$ cat src/rtl/keypad_matrix_scan_pkg.sv
// Shared constants for the key matrix scanner: matrix geometry common with the
// LED row-scan display driver, and the scan FSM state encoding.
package keypad_matrix_scan_pkg;

  // Matrix is SIZE x SIZE; ADDRESS = clog2(SIZE) bits select a row.
  localparam int unsigned SIZE    = 8;
  localparam int unsigned ADDRESS = 3;

  // Scan FSM: drive a row and let it settle, sample its columns, then close the frame.
  typedef enum logic [1:0] {
    StDrive   = 2'd0,
    StSample  = 2'd1,
    StCompare = 2'd2
  } scan_state_e;

endpackage

$ cat src/rtl/keypad_matrix_scan_col_sync.sv
// SIZE-wide two-flop synchronizer for the asynchronous key column lines.
module keypad_matrix_scan_col_sync #(
  parameter int unsigned SIZE = 8
) (
  input  logic            clk,
  input  logic            rst_n,
  input  logic [SIZE-1:0] d,
  output logic [SIZE-1:0] q
);

  logic [SIZE-1:0] meta_q;
  logic [SIZE-1:0] sync_q;

  // Two back-to-back flops; only sync_q is used downstream.
  always_ff @(posedge clk or negedge rst_n) begin
    if (!rst_n) begin
      meta_q <= '0;
      sync_q <= '0;
    end else begin
      meta_q <= d;
      sync_q <= meta_q;
    end
  end

  assign q = sync_q;

endmodule

$ cat src/rtl/keypad_matrix_scan.sv
// Key matrix row scanner: strobes one row at a time, samples the synchronized
// column lines into a raw frame and debounces whole frames into keys.
// Key bit (r*SIZE + c) is the key at row r, column c (display frame layout).
module keypad_matrix_scan
  import keypad_matrix_scan_pkg::*;
#(
  parameter int unsigned SIZE       = keypad_matrix_scan_pkg::SIZE,
  parameter int unsigned ADDRESS    = keypad_matrix_scan_pkg::ADDRESS,
  parameter int unsigned SETTLE     = 4,  // >= 3 so the 2-flop sync has caught up
  parameter int unsigned DEB_FRAMES = 3   // >= 1 identical frames before keys update
) (
  input  logic                 osc_clk,
  input  logic                 rst_n,
  input  logic                 scan_en,
  input  logic [SIZE-1:0]      col_in,
  output logic [SIZE-1:0]      row,
  output logic [SIZE*SIZE-1:0] keys,
  output logic [SIZE*SIZE-1:0] press,
  // "release" is a reserved word in SystemVerilog, hence key_release.
  output logic [SIZE*SIZE-1:0] key_release,
  output logic                 keys_valid,
  output logic                 frame_done
);

  localparam int unsigned CntW = (SETTLE > 1) ? $clog2(SETTLE) : 1;
  localparam int unsigned StW  = $clog2(DEB_FRAMES) + 1;
  localparam logic [CntW-1:0]    CntLast = CntW'(SETTLE - 1);
  localparam logic [ADDRESS-1:0] IdxLast = ADDRESS'(SIZE - 1);
  localparam logic [StW-1:0]     StMax   = StW'(DEB_FRAMES - 1);
  // stable count seen just before the DEB_FRAMES-th identical frame
  localparam logic [StW-1:0]     StHit   = StW'((DEB_FRAMES >= 2) ? DEB_FRAMES - 2 : 0);

  scan_state_e            state_q, state_d;
  logic [ADDRESS-1:0]     idx_q, idx_d;
  logic [CntW-1:0]        cnt_q, cnt_d;
  logic                   active_q;
  logic [SIZE*SIZE-1:0]   raw_q, raw_d;
  logic [SIZE*SIZE-1:0]   last_raw_q, last_raw_d;
  logic [StW-1:0]         stable_q, stable_d;
  logic [SIZE*SIZE-1:0]   keys_q, keys_d;
  logic [SIZE*SIZE-1:0]   press_q, press_d;
  logic [SIZE*SIZE-1:0]   rel_q, rel_d;
  logic                   valid_q, valid_d;
  logic                   done_q, done_d;
  logic [SIZE-1:0]        col_sync;
  logic                   same_frame;
  logic                   deb_hit;

  keypad_matrix_scan_col_sync #(
    .SIZE (SIZE)
  ) u_col_sync (
    .clk   (osc_clk),
    .rst_n (rst_n),
    .d     (col_in),
    .q     (col_sync)
  );

  assign same_frame = (raw_q == last_raw_q);
  assign deb_hit    = (DEB_FRAMES == 1) || (same_frame && (stable_q == StHit));

  // Next-state: scan sequencing, raw frame capture and frame-level debounce.
  always_comb begin
    state_d    = state_q;
    idx_d      = idx_q;
    cnt_d      = cnt_q;
    raw_d      = raw_q;
    last_raw_d = last_raw_q;
    stable_d   = stable_q;
    keys_d     = keys_q;
    press_d    = press_q;
    rel_d      = rel_q;
    valid_d    = 1'b0;
    done_d     = 1'b0;

    if (!scan_en) begin
      // Abandon the partial frame; the next enable starts a fresh debounce run.
      state_d  = StDrive;
      idx_d    = '0;
      cnt_d    = '0;
      raw_d    = '0;
      stable_d = '0;
    end else if (active_q) begin
      unique case (state_q)
        StDrive: begin
          if (cnt_q == CntLast) begin
            cnt_d   = '0;
            state_d = StSample;
          end else begin
            cnt_d = cnt_q + CntW'(1);
          end
        end
        StSample: begin
          raw_d[idx_q*SIZE +: SIZE] = col_sync;
          if (idx_q == IdxLast) begin
            state_d = StCompare;
          end else begin
            idx_d   = idx_q + ADDRESS'(1);
            state_d = StDrive;
          end
        end
        StCompare: begin
          done_d  = 1'b1;
          idx_d   = '0;
          state_d = StDrive;
          if (!same_frame) begin
            last_raw_d = raw_q;
            stable_d   = '0;
          end else if (stable_q != StMax) begin
            stable_d = stable_q + StW'(1);
          end
          if (deb_hit && (raw_q != keys_q)) begin
            keys_d  = raw_q;
            press_d = raw_q & ~keys_q;
            rel_d   = ~raw_q & keys_q;
            valid_d = 1'b1;
          end
        end
        default: state_d = StDrive;
      endcase
    end
  end

  // State registers; active_q delays scan start by one cycle so row drops the cycle after disable.
  always_ff @(posedge osc_clk or negedge rst_n) begin
    if (!rst_n) begin
      state_q    <= StDrive;
      idx_q      <= '0;
      cnt_q      <= '0;
      active_q   <= 1'b0;
      raw_q      <= '0;
      last_raw_q <= '0;
      stable_q   <= '0;
      keys_q     <= '0;
      press_q    <= '0;
      rel_q      <= '0;
      valid_q    <= 1'b0;
      done_q     <= 1'b0;
    end else begin
      state_q    <= state_d;
      idx_q      <= idx_d;
      cnt_q      <= cnt_d;
      active_q   <= scan_en;
      raw_q      <= raw_d;
      last_raw_q <= last_raw_d;
      stable_q   <= stable_d;
      keys_q     <= keys_d;
      press_q    <= press_d;
      rel_q      <= rel_d;
      valid_q    <= valid_d;
      done_q     <= done_d;
    end
  end

  // Row strobe: one-hot during drive/sample, released in compare and while idle.
  always_comb begin
    row = '0;
    if (active_q && (state_q != StCompare)) begin
      row[idx_q] = 1'b1;
    end
  end

  assign keys        = keys_q;
  assign press       = press_q;
  assign key_release = rel_q;
  assign keys_valid  = valid_q;
  assign frame_done  = done_q;

endmodule

$ cat config.mk
export PLATFORM = sky130hd
export DESIGN_NAME = keypad_matrix_scan
export DESIGN_NICKNAME = d
export VERILOG_FILES = /design/src/rtl/keypad_matrix_scan_pkg.sv /design/src/rtl/keypad_matrix_scan_col_sync.sv /design/src/rtl/keypad_matrix_scan.sv
export SDC_FILE = /design/constraint.sdc
export NUM_CORES = 1
export LEC_CHECK = 0
export ABC_AREA = 1
export CAP_MARGIN = 10
export CORE_UTILIZATION = 59
export CTS_BUF_LIST = sky130_fd_sc_hd__clkbuf_4
export DETAILED_ROUTE_END_ITERATION = 12
export PLACE_DENSITY = 0.84
export SLEW_MARGIN = 20
export SYNTH_ARGS = -nofsm -noshare
export SYNTH_HDL_FRONTEND = slang
export SYNTH_HIERARCHICAL = 1
export SYNTH_SLANG_ARGS = --single-unit
export TNS_END_PERCENT = 20
$ cat constraint.sdc
create_clock -name osc_clk -period 7.1 [get_ports osc_clk]
set_clock_uncertainty 0.15 [all_clocks]
set_input_delay 1.42 -clock osc_clk [delete_from_list [all_inputs] [get_ports osc_clk]]
set_output_delay 1.42 -clock osc_clk [all_outputs]
set_load 0.01 [all_outputs]
==> results of run 1 <==
==> cells in the final DEF, fill, tap and decap left out, types with 2 or more instances in the layout <==
cell type / netlist / final
clkbuf_4: 0 / 118
buf_12: 0 / 2
dfrtp_1: 349 / 349
nor3_1: 10 / 10
o22ai_1: 27 / 27
nand4_1: 21 / 21
buf_4: 4 / 2
xor2_1: 12 / 12
a21oi_1: 2 / 2
inv_1: 190 / 190
clkinv_4: 0 / 2
o21ai_0: 112 / 112
clkdlybuf4s50_1: 0 / 211
clkinv_1: 2 / 24
inv_2: 42 / 43
nand3_1: 20 / 20
clkinvlp_4: 0 / 3
nor2_1: 93 / 93
ha_1: 139 / 139
nand2_8: 0 / 2
o21ai_1: 55 / 55
diode_2: 0 / 3
nand2_1: 760 / 759
o32ai_1: 8 / 8
==> layout make-up <==
class	instances	area, um^2	area share [%]
Antenna cell	3	7.51	0.0379
Clock inverter	30	135	0.683
Sequential cell	349	8730	44.1
Inverter	234	881	4.45
Clock buffer	118	886	4.48
Tap cell	372	465	2.35
Timing Repair Buffer	216	2180	11.0
Multi-Input combinational cell	1265	6500	32.8
==> cell families (layout without fill, tap and decap cells) <==
| kind of cell | after synthesis | count (layout) | synth area share [%] |
|---|---|---|---|
| buffers and inverters | 296 | 598 | 7.81 |
| adders and majority gates | 139 | 139 | 10.5 |
| other | 0 | 3 | 0 |
| and+or+nand+nor | 908 | 908 | 21.4 |
| xor gates and xnor gates | 12 | 12 | 0.637 |
| AOI/OAI and AO/OA | 206 | 206 | 6.66 |
| DFF | 349 | 349 | 53.0 |
==> worst max path at each step <==
stage	from	end	slack, ps	cells past startpoint
finish	scan_en	key_release[0]	2180	10
global route	scan_en	press[28]	1940	10
CTS	scan_en	key_release[0]	2350	10
detailed placement	scan_en	press[11]	1570	10
global placement	scan_en	press[4]	1800	10
floorplan	scan_en	press[23]	4200	10
==> sequential cells by signal, indices dropped and copies added (netlist names), 3 cells and up <==
name               flops
key_release           64
keys                  64
last_raw_q            64
press                 64
raw_q                 64
u_col_sync/meta_q      8
u_col_sync/q           8
idx_q                  3
stable_q               3
==> layer usage <==
metal | GRT usage, % | share of wire (%)
met2 | 45.9 | 47
met3 | 6.09 | 6.1
met1 | 38.8 | 43
met5 | 0 | 0
met4 | 12.6 | 3.4
==> cell usage after synthesis <==
cell type  number
inv_1         190
clkinv_1        2
nor3_1         10
buf_6          16
or2_2           1
buf_1           1
clkbuf_1        8
o32ai_1         8
o21ai_1        55
a31oi_1         1
nand2_1       760
a211oi_1        1
o21ai_0       112
nand3_1        20
buf_4           4
nor2_1         93
xor2_1         12
nor3_2          1
inv_2          42
nor4_4          1
a21oi_1         2
clkbuf_2        1
ha_1          139
nand4_1        21
o22ai_1        27
nand2_2         1
buf_2          32
dfrtp_1       349
==> per-stage QoR <==
stage / hold WS [ps] / std cells
after floorplan: 181 / 1910
after global placement: 186 / 2436
after detailed placement: 185 / 2436
after CTS: 189 / 2584
after global routing: 207 / 2586
final: 188 / 2587
==> where the power goes <==
group | switching [mW] | internal, mW | leakage, nW
registers | 0.0741 | 2.06 | 4.83
clock network | 0.801 | 0.772 | 0.598
logic | 0.554 | 0.216 | 4.37
==> metrics.csv, run 1 <==
stage,metric,value,unit
run_status,status,finished clean,
floorplanning,fp.dieArea,28600,um^2
drt,wl_per_cell,15.6,um
yosys,synth.area.top_cells,"dfrtp_1, nand2_1, ha_1",
clocking,cts_buffers,87,
global_routing,grt_pass1_wl,65300,um
drt,drt_iter0_markers,1157,
setup_path,path_max_fanout,168,
drt,wl,40300,um
clocking,htreeDepth,3,
clocking,ctsHoldBuffers,0,
sta,tightest_slew,1140,ps
flow_run,maxCapViolCount,0,
setup_path,cp_data_arrival_time,5390,ps
sta,fin_crit_sh,69.3,%
yosys,yosysTopAreaCell,dfrtp_1,
setup_path,max_stage_delay,730,ps
setup_path,critical_path_buf_inv_count,4,
min_path,whs_path_depth,0,
global_routing,grt_pass1_vias,12854,
clocking,cts.path.max_buffers,3,
setup_path,crit_chain,clkdlybuf4s50_1 -> inv_2 -> nor4_4 -> nand3_1 -> nor2_1 -> nand2_8 -> inv_4 -> buf_12 -> nand2_1 -> nand2_1,
placed_design,dp_worst_setup_slack,1570,ps
yosys,netlist_area,16500,um^2
clocking,root_buffer,clkbuf_4,
sta,setup_viol,0,
clocking,tritoncts,built,
setup_path,required,7580,ps
drt,vias,13299,
sta,slew_viol_final,0,
min_path,worstHoldEndpoint,u_col_sync/q[5],
setup_path,rrSetupSlack,3210,ps
setup_path,cpMaxStageDelayCell,inv_4,
power,power.leakage,9.80,nW
sta,min_period,4920,ps
yosys,synth_cell_types,28,
power,power.total,4.48,mW
placed_design,placed_cell_area,18800,um^2
drt,ant_nets,0,
floorplanning,die_w,169,um
global_routing,grtUsageTotal,29.0,%
yosys,syn_inst,1910,
min_path,worstHoldPathType,reg2reg,
setup_path,cpMostUsedCell,nand2_1,
yosys,synth_seq_area_share,53.0,%
layout,layout-drive-gt1-share,8.05,%
clocking,cts_setup_buffers,0,
setup_path,crit_family,buffers and inverters,
yosys,syn_avg_cell_area,8.63,um^2
global_routing,antenna_found_initial,3,
sta,max_freq,0.203,GHz
setup_path,end_kind,flip-flop,
clocking,insertion_delay,720,ps
global_routing,overflow,0,
sta,setup_ws,2180,ps
floorplanning,design.core.area,27200,um^2
yosys,yosysTopAreaCellShare,53.0,%
setup_path,path_class,in2reg,
setup_path,worstSetupStartpointType,input pin,
drt,vias_per_cell,5.14,
placed_design,hpwlAfterDp,28200,um
drt,firstDrtPassIters,8,
floorplanning,initial_core_util,60.7,%
clocking,clk_pin_slew_worst_paths,70,ps
yosys,synth.net_count,2060,
setup_path,r2r-end,key_release[0],
global_routing,grt_max_degree,169,
yosys,yosysWarnings,6,
clocking,cts_resized,0,
layout,final_core_util,72.8,%
floorplanning,core.rowCount,60,
sta,slew_headroom,23.7,%
layout,syn2layout_area_growth,20.0,%
drt,post-route-drc-count,0,
setup_path,regToRegStartpoint,keys[56],
placed_design,io_buffers,212,
setup_path,r2r_cells,12,
sta,final.setup.tns,0,ps
layout,final_area,19800,um^2
sta,rsz0062_at_grt,no,
placed_design,gp_congestion,0.948,
min_path,hold_start,u_col_sync/meta_q[5],
layout,fin_nets,2303,
clocking,cts_sinks,349,
yosys,synth_seq_cells,349,
floorplanning,die_h,169,um
power,powerDensity,226,nW/um^2
sta,hold_viol_final,0,
power,vdd_drop_max,0.000197,V
layout,fill_cells,1988,
floorplanning,io_pins,213,
Note: power is estimated with default switching activity, not from simulation.
==> run 2: changes to the inputs <==
Settings changed: CORE_UTILIZATION 59 to 58, PLACE_DENSITY 0.84 to 0.83.
Clock period 7.1 ns to 4.6 ns, I/O delays scaled along.
==> metrics.csv, run 2 (same netlist as run 1, synthesis figures left out) <==
stage,metric,value,unit,change
run_status,status,finished clean,,unchanged
power,swShare,30.8,%,was 31.9%
sta,setup_ws,1240,ps,was 2180 ps
floorplanning,fp.dieArea,29100,um^2,was 28600 um^2
floorplanning,die_w,171,um,was 169 um
drt,vias,13477,,was 13299
drt,drt_iter0_markers,991,,was 1157
power,internal_power,4.93,mW,was 3.05 mW
floorplanning,io_pins,213,,unchanged
floorplanning,design.core.area,27900,um^2,was 27200 um^2
clocking,cts_resized,0,,unchanged
layout,multiInputGateArea,6490,um^2,was 6500 um^2
sta,max_freq,0.297,GHz,
clocking,tritoncts,built,,unchanged
layout,most-common-layout-cells,"nand2_1, dfrtp_1, clkdlybuf4s50_1",,unchanged
drt,vias_per_cell,5.18,,was 5.14
global_routing,top_usage_layer,met2,,unchanged
sta,tightest_slew,1110,ps,was 1140 ps
placed_design,dp_worst_setup_slack,820,ps,was 1570 ps
sta,slew_headroom,25.9,%,was 23.7%
power,powerDensity,356,nW/um^2,was 226 nW/um^2
global_routing,met1_usage,38.2,%,was 38.8%
power,power.leakage,9.92,nW,was 9.80 nW
placed_design,gp_congestion,0.967,,was 0.948
global_routing,antenna_found_initial,1,,was 3
layout,layout-drive-gt1-share,8.99,%,was 8.05%
clocking,root_buffer,clkbuf_4,,unchanged
layout,fill_cells,2095,,was 1988
power,p_comb_share,16.3,%,was 17.2%
clocking,ctsHoldBuffers,0,,unchanged
layout,fin_nets,2314,,was 2303
clocking,htreeDepth,3,,unchanged
power,p_sw,2.19,mW,was 1.43 mW
global_routing,overflow,0,,unchanged
sta,rsz0062_at_grt,no,,unchanged
setup_path,path_max_fanout,4,,was 168
placed_design,placed_cell_area,18900,um^2,was 18800 um^2
global_routing,grt_pass1_wl,66400,um,was 65300 um
sta,min_period,3360,ps,
setup_path,path_class,reg2out,,was in2reg
setup_path,r2r_cells,10,,was 12
clocking,clk_pin_slew_worst_paths,70,ps,about the same
sta,hold_viol_final,0,,unchanged
clocking,insertion_delay,720,ps,about the same
global_routing,grt_pass1_vias,13274,,was 12854
floorplanning,initial_core_util,59.2,%,was 60.7%
power,power.total,7.12,mW,was 4.48 mW
drt,firstDrtPassIters,6,,was 8
floorplanning,core.rowCount,61,,was 60
placed_design,hpwlAfterDp,28800,um,was 28200 um
sta,slew_viol_final,0,,unchanged
power,pwr-share-seq,46.3,%,was 47.7%
clocking,cts_sinks,349,,unchanged
sta,fin_crit_sh,73.1,%,
placed_design,io_buffers,212,,unchanged
setup_path,end_kind,output pin,,was flip-flop
drt,post-route-drc-count,0,,unchanged
global_routing,use_met3,5.32,%,was 6.09%
drt,ant_nets,0,,unchanged
flow_run,maxCapViolCount,0,,unchanged
global_routing,grt_max_degree,110,,was 169
clocking,cts_setup_buffers,0,,unchanged
setup_path,cp_data_arrival_time,2290,ps,was 5390 ps
layout,regArea,8730,um^2,unchanged
layout,final_area,20000,um^2,was 19800 um^2
global_routing,grtUsageMet2,46.6,%,was 45.9%
power,vdd_drop_max,0.000296,V,was 0.000197 V
layout,syn2layout_area_growth,21.3,%,was 20.0%
drt,wl_per_cell,15.8,um,was 15.6 um
clocking,cts.path.max_buffers,3,,unchanged
layout,final_common_cell,nand2_1,,unchanged
setup_path,worstSetupStartpointType,flip-flop,,was input pin
clocking,cts_buffers,89,,was 87
floorplanning,die_h,171,um,was 169 um
min_path,worstHoldPathType,in2async,,was reg2reg
sta,setup_viol,0,,unchanged
global_routing,grtUsageTotal,29.1,%,was 29.0%
setup_path,required,3530,ps,was 7580 ps
power,p_clk_share,37.4,%,was 35.1%
drt,wl,41200,um,was 40300 um
sta,final.setup.tns,0,ps,unchanged
[run 2: final timing paths]
kind,from,endpoint,slack (ps)
max in group asynchronous,rst_n,cnt_q[1],3110
hold reg to reg,u_col_sync/meta_q[5],u_col_sync/q[5],200
hold / removal,rst_n,press[18],60
setup / recovery,state_q[1],row[5],1240
min in group osc_clk,u_col_sync/meta_q[5],u_col_sync/q[5],200
setup reg to reg,keys[56],keys[63],1270
[run 2: stage by stage]
stage          std cells  hold WS (ps)  utilization [%]
3_5_place_dp        2451           188             67.7
5_1_grt             2604           101             71.8
4_1_cts             2603          68.0             71.8
2_1_floorplan       1910           181                -
6_report            2604          56.1             71.8
3_3_place_gp        2451           183             67.7
[run 2: cell type report]
type                    instances  area share (%)
clock buffers                 131            4.92
flip-flops and latches        349            43.7
inverters                     234            4.41
multi-input cells            1265            32.5
diodes                          1          0.0125
clock inverters                21           0.720
repair buffers                225            11.4
well taps                     378            2.37
[run 2: per-layer routing]
metal | part of all wire, % | up-vias
li1 | - | 6489
met1 | 43 | 6449
met2 | 47 | 442
met3 | 6.2 | 97
met4 | 3.9 | 0
met5 | 0 | -
[run 2: worst max-delay path, stage by stage, from the launching register on]
cell and delay [ps]:
dfrtp_1 400, inv_1 150, nor2_1 80, nor2_1 160, nand2_1 140, nor2_1 140, clkdlybuf4s50_1 550
[run 2: power by group through the flow]
| stage | combinational, mW | clock (mW) | sequential, mW |
|---|---|---|---|
| after floorplan | 0.748 | 0 | 3.32 |
| after global placement | 1.14 | 0 | 3.34 |
| final | 1.16 | 2.66 | 3.29 |
| after global routing | 1.30 | 2.88 | 3.31 |
| after CTS | 1.16 | 2.71 | 3.29 |
| after detailed placement | 1.15 | 0 | 3.35 |
